<file path="src/rtl/vga_pkg.sv">
// Shared VGA definitions: arbiter slot encodings and default pixel/address widths
// used by the timing, colour and memory-arbitration blocks.
package vga_pkg;

  localparam int VGA_ADDR_W = 17;
  localparam int VGA_DATA_W = 24;

  typedef enum logic [1:0] {
    ST_IDLE = 2'd0,
    ST_RD   = 2'd1,
    ST_WR   = 2'd2
  } arb_state_e;

endpackage

</file>
<file path="src/rtl/vga_mem_arbiter_if.sv">
// Bundle of display-fetch, drawing-engine and pixel-memory signals around the arbiter.
// slave = the arbiter's view, master = the surrounding logic's view.
interface vga_mem_arbiter_if #(
  parameter int ADDR_W = vga_pkg::VGA_ADDR_W,
  parameter int DATA_W = vga_pkg::VGA_DATA_W
);

  logic              video_on;
  logic              disp_req;
  logic [ADDR_W-1:0] disp_addr;
  logic              disp_gnt;
  logic              disp_rvalid;
  logic [DATA_W-1:0] disp_rdata;
  logic              wr_req;
  logic [ADDR_W-1:0] wr_addr;
  logic [DATA_W-1:0] wr_data;
  logic              wr_ack;
  logic [ADDR_W-1:0] mem_addr;
  logic              mem_we;
  logic [DATA_W-1:0] mem_wdata;
  logic [DATA_W-1:0] mem_rdata;
  logic              starve_clr;
  logic              wr_starve;

  modport slave (
    input  video_on, disp_req, disp_addr, wr_req, wr_addr, wr_data, mem_rdata, starve_clr,
    output disp_gnt, disp_rvalid, disp_rdata, wr_ack, mem_addr, mem_we, mem_wdata, wr_starve
  );

  modport master (
    output video_on, disp_req, disp_addr, wr_req, wr_addr, wr_data, mem_rdata, starve_clr,
    input  disp_gnt, disp_rvalid, disp_rdata, wr_ack, mem_addr, mem_we, mem_wdata, wr_starve
  );

endinterface

</file>
<file path="src/rtl/vga_rd_valid_pipe.sv">
// Tracks read slots through the memory's read latency: a '1' entering on the RD
// slot cycle emerges RD_LAT cycles later as the read-data-valid strobe.
module vga_rd_valid_pipe #(
  parameter int RD_LAT = 2
) (
  input  logic clk,
  input  logic reset,
  input  logic slot_rd_i,
  output logic rvalid_o
);

  logic [RD_LAT-1:0] pipe_q;

  generate
    if (RD_LAT == 1) begin : g_single
      // Single-stage delay; reset flushes any in-flight read.
      always_ff @(posedge clk or posedge reset) begin
        if (reset) pipe_q <= '0;
        else       pipe_q <= slot_rd_i;
      end
    end else begin : g_multi
      // Shift the RD slot indicator toward the output; reset flushes in-flight reads.
      always_ff @(posedge clk or posedge reset) begin
        if (reset) pipe_q <= '0;
        else       pipe_q <= {pipe_q[RD_LAT-2:0], slot_rd_i};
      end
    end
  endgenerate

  assign rvalid_o = pipe_q[RD_LAT-1];

endmodule

</file>
<file path="src/rtl/vga_mem_arbiter.sv">
// Single-port pixel memory arbiter. Display reads always win; writes fill the
// remaining slots (optionally only during blanking) and never occupy two slots
// in a row. A sticky flag reports a writer that has waited too long.
module vga_mem_arbiter
  import vga_pkg::*;
#(
  parameter int ADDR_W        = VGA_ADDR_W,
  parameter int DATA_W        = VGA_DATA_W,
  parameter int RD_LAT        = 2,
  parameter int WR_BLANK_ONLY = 0,
  parameter int STARVE_MAX    = 64
) (
  input  logic              clk,
  input  logic              reset,
  vga_mem_arbiter_if.slave  bus
);

  localparam int              CNT_W   = $clog2(STARVE_MAX + 1);
  localparam logic [CNT_W-1:0] CNT_MAX = CNT_W'(STARVE_MAX);

  arb_state_e        state_q, state_d;
  logic [ADDR_W-1:0] mem_addr_q;
  logic [DATA_W-1:0] mem_wdata_q;
  logic              mem_we_q;
  logic [CNT_W-1:0]  starve_cnt_q, starve_cnt_d;
  logic              wr_starve_q, wr_starve_d;
  logic              wr_allowed;
  logic              disp_gnt;
  logic              wr_ack;
  logic              disp_rvalid;

  // Writes may be issued at any time, or only while the beam is blanked.
  assign wr_allowed = (WR_BLANK_ONLY == 0) || !bus.video_on;

  // Next slot: display read first, then a write unless the current slot is already a write.
  always_comb begin
    state_d = ST_IDLE;
    if (bus.disp_req) begin
      state_d = ST_RD;
    end else if (bus.wr_req && (state_q != ST_WR) && wr_allowed) begin
      state_d = ST_WR;
    end
  end

  // Slot register: the state names what the memory port is doing this cycle.
  always_ff @(posedge clk or posedge reset) begin
    if (reset) state_q <= ST_IDLE;
    else       state_q <= state_d;
  end

  // Memory port registers load alongside the slot they belong to; idle holds addr/data.
  always_ff @(posedge clk or posedge reset) begin
    if (reset) begin
      mem_addr_q  <= '0;
      mem_wdata_q <= '0;
      mem_we_q    <= 1'b0;
    end else begin
      case (state_d)
        ST_RD: begin
          mem_addr_q <= bus.disp_addr;
          mem_we_q   <= 1'b0;
        end
        ST_WR: begin
          mem_addr_q  <= bus.wr_addr;
          mem_wdata_q <= bus.wr_data;
          mem_we_q    <= 1'b1;
        end
        default: mem_we_q <= 1'b0;
      endcase
    end
  end

  assign disp_gnt = (state_q == ST_RD);
  assign wr_ack   = (state_q == ST_WR);

  // Starvation tracking: count unserved write-request cycles; a new saturation beats a clear.
  always_comb begin
    starve_cnt_d = starve_cnt_q;
    if (!bus.wr_req || wr_ack) begin
      starve_cnt_d = '0;
    end else if (starve_cnt_q != CNT_MAX) begin
      starve_cnt_d = starve_cnt_q + 1'b1;
    end
    wr_starve_d = wr_starve_q;
    if (starve_cnt_d == CNT_MAX) begin
      wr_starve_d = 1'b1;
    end else if (bus.starve_clr) begin
      wr_starve_d = 1'b0;
    end
  end

  // Starvation counter and sticky flag registers.
  always_ff @(posedge clk or posedge reset) begin
    if (reset) begin
      starve_cnt_q <= '0;
      wr_starve_q  <= 1'b0;
    end else begin
      starve_cnt_q <= starve_cnt_d;
      wr_starve_q  <= wr_starve_d;
    end
  end

  vga_rd_valid_pipe #(
    .RD_LAT (RD_LAT)
  ) u_rd_valid_pipe (
    .clk       (clk),
    .reset     (reset),
    .slot_rd_i (disp_gnt),
    .rvalid_o  (disp_rvalid)
  );

  assign bus.disp_gnt    = disp_gnt;
  assign bus.wr_ack      = wr_ack;
  assign bus.disp_rvalid = disp_rvalid;
  assign bus.disp_rdata  = bus.mem_rdata;
  assign bus.mem_addr    = mem_addr_q;
  assign bus.mem_we      = mem_we_q;
  assign bus.mem_wdata   = mem_wdata_q;
  assign bus.wr_starve   = wr_starve_q;

endmodule
</file>
<file path="src/flat_wrapper.sv">
// flat-port wrapper written by rule: the top's interface ports become plain ports
module vga_mem_arbiter_flat import vga_pkg::*;
#(
  parameter int ADDR_W        = VGA_ADDR_W,
  parameter int DATA_W        = VGA_DATA_W,
  parameter int RD_LAT        = 2,
  parameter int WR_BLANK_ONLY = 0,
  parameter int STARVE_MAX    = 64
)
  (clk, reset, bus_video_on, bus_disp_req, bus_disp_addr, bus_wr_req, bus_wr_addr, bus_wr_data, bus_mem_rdata, bus_starve_clr, bus_disp_gnt, bus_disp_rvalid, bus_disp_rdata, bus_wr_ack, bus_mem_addr, bus_mem_we, bus_mem_wdata, bus_wr_starve);
  vga_mem_arbiter_if #(.ADDR_W(ADDR_W), .DATA_W(DATA_W)) bus_i ();
  input  logic clk;
  input  logic reset;
  input wire logic [$bits(bus_i.video_on)-1:0] bus_video_on;
  input wire logic [$bits(bus_i.disp_req)-1:0] bus_disp_req;
  input wire logic [$bits(bus_i.disp_addr)-1:0] bus_disp_addr;
  input wire logic [$bits(bus_i.wr_req)-1:0] bus_wr_req;
  input wire logic [$bits(bus_i.wr_addr)-1:0] bus_wr_addr;
  input wire logic [$bits(bus_i.wr_data)-1:0] bus_wr_data;
  input wire logic [$bits(bus_i.mem_rdata)-1:0] bus_mem_rdata;
  input wire logic [$bits(bus_i.starve_clr)-1:0] bus_starve_clr;
  output wire logic [$bits(bus_i.disp_gnt)-1:0] bus_disp_gnt;
  output wire logic [$bits(bus_i.disp_rvalid)-1:0] bus_disp_rvalid;
  output wire logic [$bits(bus_i.disp_rdata)-1:0] bus_disp_rdata;
  output wire logic [$bits(bus_i.wr_ack)-1:0] bus_wr_ack;
  output wire logic [$bits(bus_i.mem_addr)-1:0] bus_mem_addr;
  output wire logic [$bits(bus_i.mem_we)-1:0] bus_mem_we;
  output wire logic [$bits(bus_i.mem_wdata)-1:0] bus_mem_wdata;
  output wire logic [$bits(bus_i.wr_starve)-1:0] bus_wr_starve;
  assign bus_i.video_on = bus_video_on;
  assign bus_i.disp_req = bus_disp_req;
  assign bus_i.disp_addr = bus_disp_addr;
  assign bus_i.wr_req = bus_wr_req;
  assign bus_i.wr_addr = bus_wr_addr;
  assign bus_i.wr_data = bus_wr_data;
  assign bus_i.mem_rdata = bus_mem_rdata;
  assign bus_i.starve_clr = bus_starve_clr;
  assign bus_disp_gnt = bus_i.disp_gnt;
  assign bus_disp_rvalid = bus_i.disp_rvalid;
  assign bus_disp_rdata = bus_i.disp_rdata;
  assign bus_wr_ack = bus_i.wr_ack;
  assign bus_mem_addr = bus_i.mem_addr;
  assign bus_mem_we = bus_i.mem_we;
  assign bus_mem_wdata = bus_i.mem_wdata;
  assign bus_wr_starve = bus_i.wr_starve;
  vga_mem_arbiter #(.ADDR_W(ADDR_W), .DATA_W(DATA_W), .RD_LAT(RD_LAT), .WR_BLANK_ONLY(WR_BLANK_ONLY), .STARVE_MAX(STARVE_MAX)) u_core (.clk(clk), .reset(reset), .bus(bus_i));
endmodule
</file>
<file path="config.mk">
export PLATFORM = sky130hd
export DESIGN_NAME = vga_mem_arbiter_flat
export DESIGN_NICKNAME = d
export VERILOG_FILES = /design/src/rtl/vga_pkg.sv /design/src/rtl/vga_mem_arbiter_if.sv /design/src/rtl/vga_rd_valid_pipe.sv /design/src/rtl/vga_mem_arbiter.sv /design/src/flat_wrapper.sv
export SDC_FILE = /design/constraint.sdc
export NUM_CORES = 1
export LEC_CHECK = 0
export CAP_MARGIN = 20
export CORE_MARGIN = 2
export CORE_UTILIZATION = 38
export CTS_BUF_LIST = sky130_fd_sc_hd__clkbuf_8
export CTS_CLUSTER_DIAMETER = 150
export DETAILED_ROUTE_END_ITERATION = 8
export PLACE_DENSITY = 0.91
export SLEW_MARGIN = 10
export SYNTH_ARGS = -nofsm -noshare
export SYNTH_HDL_FRONTEND = slang
export SYNTH_SLANG_ARGS = --single-unit
</file>
<file path="constraint.sdc">
create_clock -name clk -period 2.1 [get_ports clk]
set_input_delay 0.525 -clock clk [delete_from_list [all_inputs] [get_ports clk]]
set_output_delay 0.525 -clock clk [all_outputs]
set_load 0.02 [all_outputs]
</file>
-- Word level (Yosys, flattened, before mapping)
Index checks and enable logic that the tools add are counted.
- bits in registers: 54
- output and inout bits: 70
- multiplexer cells: 8
- add/sub/neg operators: 1
- eq/ne operators: 7
- reductions and logical operators: 5
- operators with widths (kind ; number):
    17-bit one-hot mux with 2 select lines ; 1
    7-bit 2-to-1 mux ; 2
    7-bit by 1-bit adder with 7-bit output (second input constant) ; 1
    7-bit equality test (second input constant) ; 1
    7-bit != test (second input constant) ; 1
    2-bit by 1-bit equality test with 1-bit output (second input constant) ; 2
    2-bit equality test (second input constant) ; 2
    2-bit 2-to-1 mux ; 2
    2-bit nonzero test ; 2
    1-bit 2-to-1 mux ; 3
    2-bit != test (second input constant) ; 1
    1-bit logical AND ; 1
    1-bit logical NOT ; 1
    1-bit logical OR ; 1

-- Depth between registers and ports, before layout
Gate-level depths: netlist of run 1.
- word-level depth: 6
- mapped depth: 6
- gate-level depth less buffers: 6

-- Modules after synthesis
Synthesis of run 1 repeated with hierarchy kept, for this count alone.
- cell total of the unflattened synthesis: 206
- area total of the unflattened synthesis: 2472.4 um^2
- modules (own cells, without submodules) (module ; area each (um^2) ; sequential area each (um^2) ; instances ; cells an instance):
    vga_mem_arbiter ; 2418.6 ; 1276.2 ; 1 ; 203
    vga_rd_valid_pipe ; 53.8 ; 50.0 ; 1 ; 3

-- Least setup slack after synthesis of run 1
OpenSTA, ideal clock, no wires.
- path type: register to register
- start: register, netlist name u_core.bus.mem_we
- end: register u_core.mem_wdata_q[10] (netlist: u_core.bus.mem_wdata[10])
- cell stages (with the launch flop): 7
- arrival: 1.672 ns
- path slack: 0.303 ns
- library setup time: 0.125 ns
- path through: dfrtp_1 nor2b_1 nand2b_1 buf_4 nor2_4 buf_4 mux2_2
- RTL lines (item ; line ; text):
    end signal: assignment ; vga_mem_arbiter.sv:65 ; mem_wdata_q <= bus.wr_data;
    end: declaration ; vga_mem_arbiter.sv:23 ; logic [DATA_W-1:0] mem_wdata_q;

==> results of run 1 <==
==> worst max-delay path by stage <==
stage / to / slack, ps / depth (start not counted) / from
after detailed placement: u_core.bus.mem_wdata[2] / 210 / 5 / bus_wr_req
after global routing: bus_disp_gnt / 40 / 2 / u_core.bus.mem_we
after CTS: bus_disp_gnt / 100 / 2 / u_core.bus.mem_we
after global placement: u_core.bus.mem_wdata[17] / 230 / 5 / bus_wr_req
after floorplan: u_core.bus.mem_addr[0] / 290 / 1 / reset
final: bus_disp_gnt / 120 / 2 / u_core.bus.mem_we
==> power by group through the flow <==
stage                     registers [µW]  clock network [µW]  logic (µW)
after global routing                1220                 735         775
after global placement              1220                   0         719
after floorplan                     1360                   0         264
after CTS                           1210                 692         737
final                               1210                 662         727
after detailed placement            1230                   0         734
==> cell families (layout without fill, tap and decap cells) <==
group | after synthesis | after routing
mux | 41 | 41
xor+xnor | 7 | 7
fa+ha+maj | 2 | 2
compound gates | 21 | 21
flops | 53 | 53
buf+inv | 37 | 124
simple gates | 46 | 46
==> area by class of cell <==
type                    count  area share
multi-input cells         117       0.248
flip-flops and latches     53       0.373
clock inverters             2     0.00984
inverters                   3     0.00316
repair buffers            114       0.320
clock buffers               5      0.0193
well taps                  77      0.0271
==> worst reg2reg max path, stage by stage (launching register included) <==
cell       delay (ps)
dfrtp_1           500
ha_1              330
nand2_1            70
a2111oi_0         390
nor4_1            100
o41ai_2           210
==> flip-flops by register name, summed over array words and instances (netlist names) <==
signal	flops
u_core.bus.mem_addr	17
u_core.bus.mem_wdata	24
u_core.bus.mem_we	1
u_core.bus.wr_starve	1
u_core.starve_cnt_q	7
u_core.state_q	1
u_core.u_rd_valid_pipe.pipe_q	2
==> per-layer routing <==
metal	vias to the layer above	routed length (µm)	GRT usage
met3	11	482	0.0541
met5	-	0	0
met4	0	80	0.0491
met1	874	2160	0.182
met2	73	2930	0.289
li1	851	-	-
==> synth_stat cells <==
cell type / number
nand4_1: 1
xnor2_1: 2
mux2i_1: 17
and3_2: 1
a311oi_1: 1
clkbuf_1: 4
o41ai_2: 1
or2_1: 1
nor4_1: 3
nor2b_1: 2
buf_6: 1
nor2_4: 1
mux2_2: 24
o21ai_0: 17
xor2_1: 5
nor3_1: 2
nand2_1: 20
inv_1: 3
buf_4: 29
and4_1: 1
or3_4: 1
ha_1: 2
a21oi_1: 1
a2111oi_0: 1
dfrtp_1: 53
nand3_1: 4
nand3b_1: 1
nand2b_1: 2
nor2_1: 6
==> through the flow <==
stage / total power [µW] / area [µm²] / setup WS [ps]
6_report: 2600 / 3560 / 119
5_1_grt: 2730 / 3560 / 41.5
4_1_cts: 2640 / 3560 / 99.8
3_5_place_dp: 1960 / 3460 / 205
3_3_place_gp: 1940 / 3460 / 234
2_1_floorplan: 1620 / 2460 / 289
==> results_dict.tcl, run 1 <==
set metrics [dict create \
    synth_top_area_frac 0.539 \
    yosysUniqueCellTypes 29 \
    drt-wirelength-per-cell_um 15.2 \
    cts_setup_buffers 0 \
    vias_per_cell 4.88 \
    synth_cells 207 \
    core_um2 6310 \
    hold_path.startpoint "u_core.u_rd_valid_pipe.pipe_q[0]" \
    ant_nets 0 \
    vias 1809 \
    leakage_uw 0.00152 \
    ys_ff_latch 53 \
    synthSimpleGateAreaFrac 0.0935 \
    post_cts_resize_count 0 \
    clkTransAtPathRegs_ps 90 \
    worstPathRequired_ps 1570 \
    slew_headroom 0.750 \
    routed_wl_mm 5.65 \
    grt_pass1_wl_mm 9.29 \
    period_needed_ps 1980 \
    die_h_um 84.5 \
    power.share.clock 0.255 \
    synth_fa_ha_area_frac 0.0102 \
    slew_violations 0 \
    synth.avg_cell_area_um2 11.9 \
    critPathBufInv 1 \
    holdPathStages 0 \
    dp.cells 364 \
    htree_levels 2 \
    multi_input_area_um2 883 \
    max_freq_ghz 0.505 \
    final_nets 384 \
    pwr-share-seq 0.465 \
    critPathKind "flip-flop to output pin" \
    crit_family "buffers and inverters" \
    grt_pass1_vias 1990 \
    grt.total_usage 0.162 \
    fin_crit_sh 0.943 \
    powerDensity_nw_per_um2 729 \
    gp_congestion 0.826 \
    p_int_uw 1890 \
    clk_latency_ps 290 \
    root_buffer "clkbuf_8" \
    synth_compound_area_frac 0.0503 \
    tns_ps 0 \
    reg2reg_to "u_core.bus.wr_starve" \
    netSwitchingPower_uw 705 \
    reg2reg_depth 5 \
    numClockSinks 53 \
    path_max_fanout 3 \
    min_to "u_core.u_rd_valid_pipe.pipe_q[1]" \
    setup_violations 0 \
    antenna_found_initial 0 \
    status "finished clean" \
    start_util 0.390 \
    hold_path.class "flip-flop to flip-flop" \
    final_common_cell "clkdlybuf4s50_1" \
    grt.overflow.total 0 \
    swShare 0.271 \
    drc_errors 0 \
    yosysTopAreaCell "dfrtp_1" \
    crit_path_end_kind "output pin" \
    stdcell_count 371 \
    worstMarginPinSlew_ps 365 \
    synth_top_family_by_area "multiplexers" \
    die_width_um 84.5 \
    cts_hold_buffers 0 \
    peakVddDrop_mv 0.424 \
    cap_violations 0 \
    skew_ps 3.53 \
    dp_hpwl_mm 4.34 \
    cp_slowest_cell "clkdlybuf4s50_1" \
    clockBufferDepth 2 \
    drive_above_1_share 0.146 \
    syn_nets 297 \
    ys_seq_area_frac 0.539 \
    register_area_um2 1330 \
    layout_common_cells "108 x clkdlybuf4s50_1, 53 x dfrtp_1, 24 x mux2_2, 20 x nand2_1" \
    comb_power_share 0.280 \
    cp-start-kind "flip-flop" \
    synthXorXnorAreaFrac 0.0249 \
    die_area_um2 7140 \
    pin_count 158 \
    rsz0062_at_grt "no" \
    yosys_warnings 0 \
    path_cells "nor2b_1 -> clkdlybuf4s50_1" \
    final_util 0.564 \
    rows 29 \
    drt_iter0_markers 81 \
    firstDrtPassIters 4 \
    synth.area.top_cells "dfrtp_1 54%, mux2_2 11%, buf_4 8.8%, mux2i_1 6.9%, o21ai_0 3.5%" \
    rrSetupSlack_ps 410 \
    syn_area_um2 2460 \
    grt_max_degree 36 \
    n_fill_cell 552 \
    portBuffers 108 \
    timing.rr.start "u_core.starve_cnt_q[1]" \
    diodes 0 \
    cts_tree "done" \
    cts_made_buffers 5 \
    hold_viol 0 \
    timing.hold.ws_ps 369 \
    cpPeakStageDelay_ps 620 \
    syn_to_final_growth_pct 44.6 \
    cp.arrival_ps 1460 \
    synth.mux.area_fraction 0.179 \
]
Note: power is estimated with default switching activity, not from simulation.
==> inputs of run 2 (changes only) <==
--- a/config.mk
+++ b/config.mk
@@ -12,7 +12,7 @@
 export CTS_CLUSTER_DIAMETER = 150
 export DETAILED_ROUTE_END_ITERATION = 8
 export PLACE_DENSITY = 0.91
-export SLEW_MARGIN = 10
+export SLEW_MARGIN = 25
 export SYNTH_ARGS = -nofsm -noshare
 export SYNTH_HDL_FRONTEND = slang
 export SYNTH_SLANG_ARGS = --single-unit
==> results of run 2 <==
Final layout, timing and power as in run 1 (identical DEF).
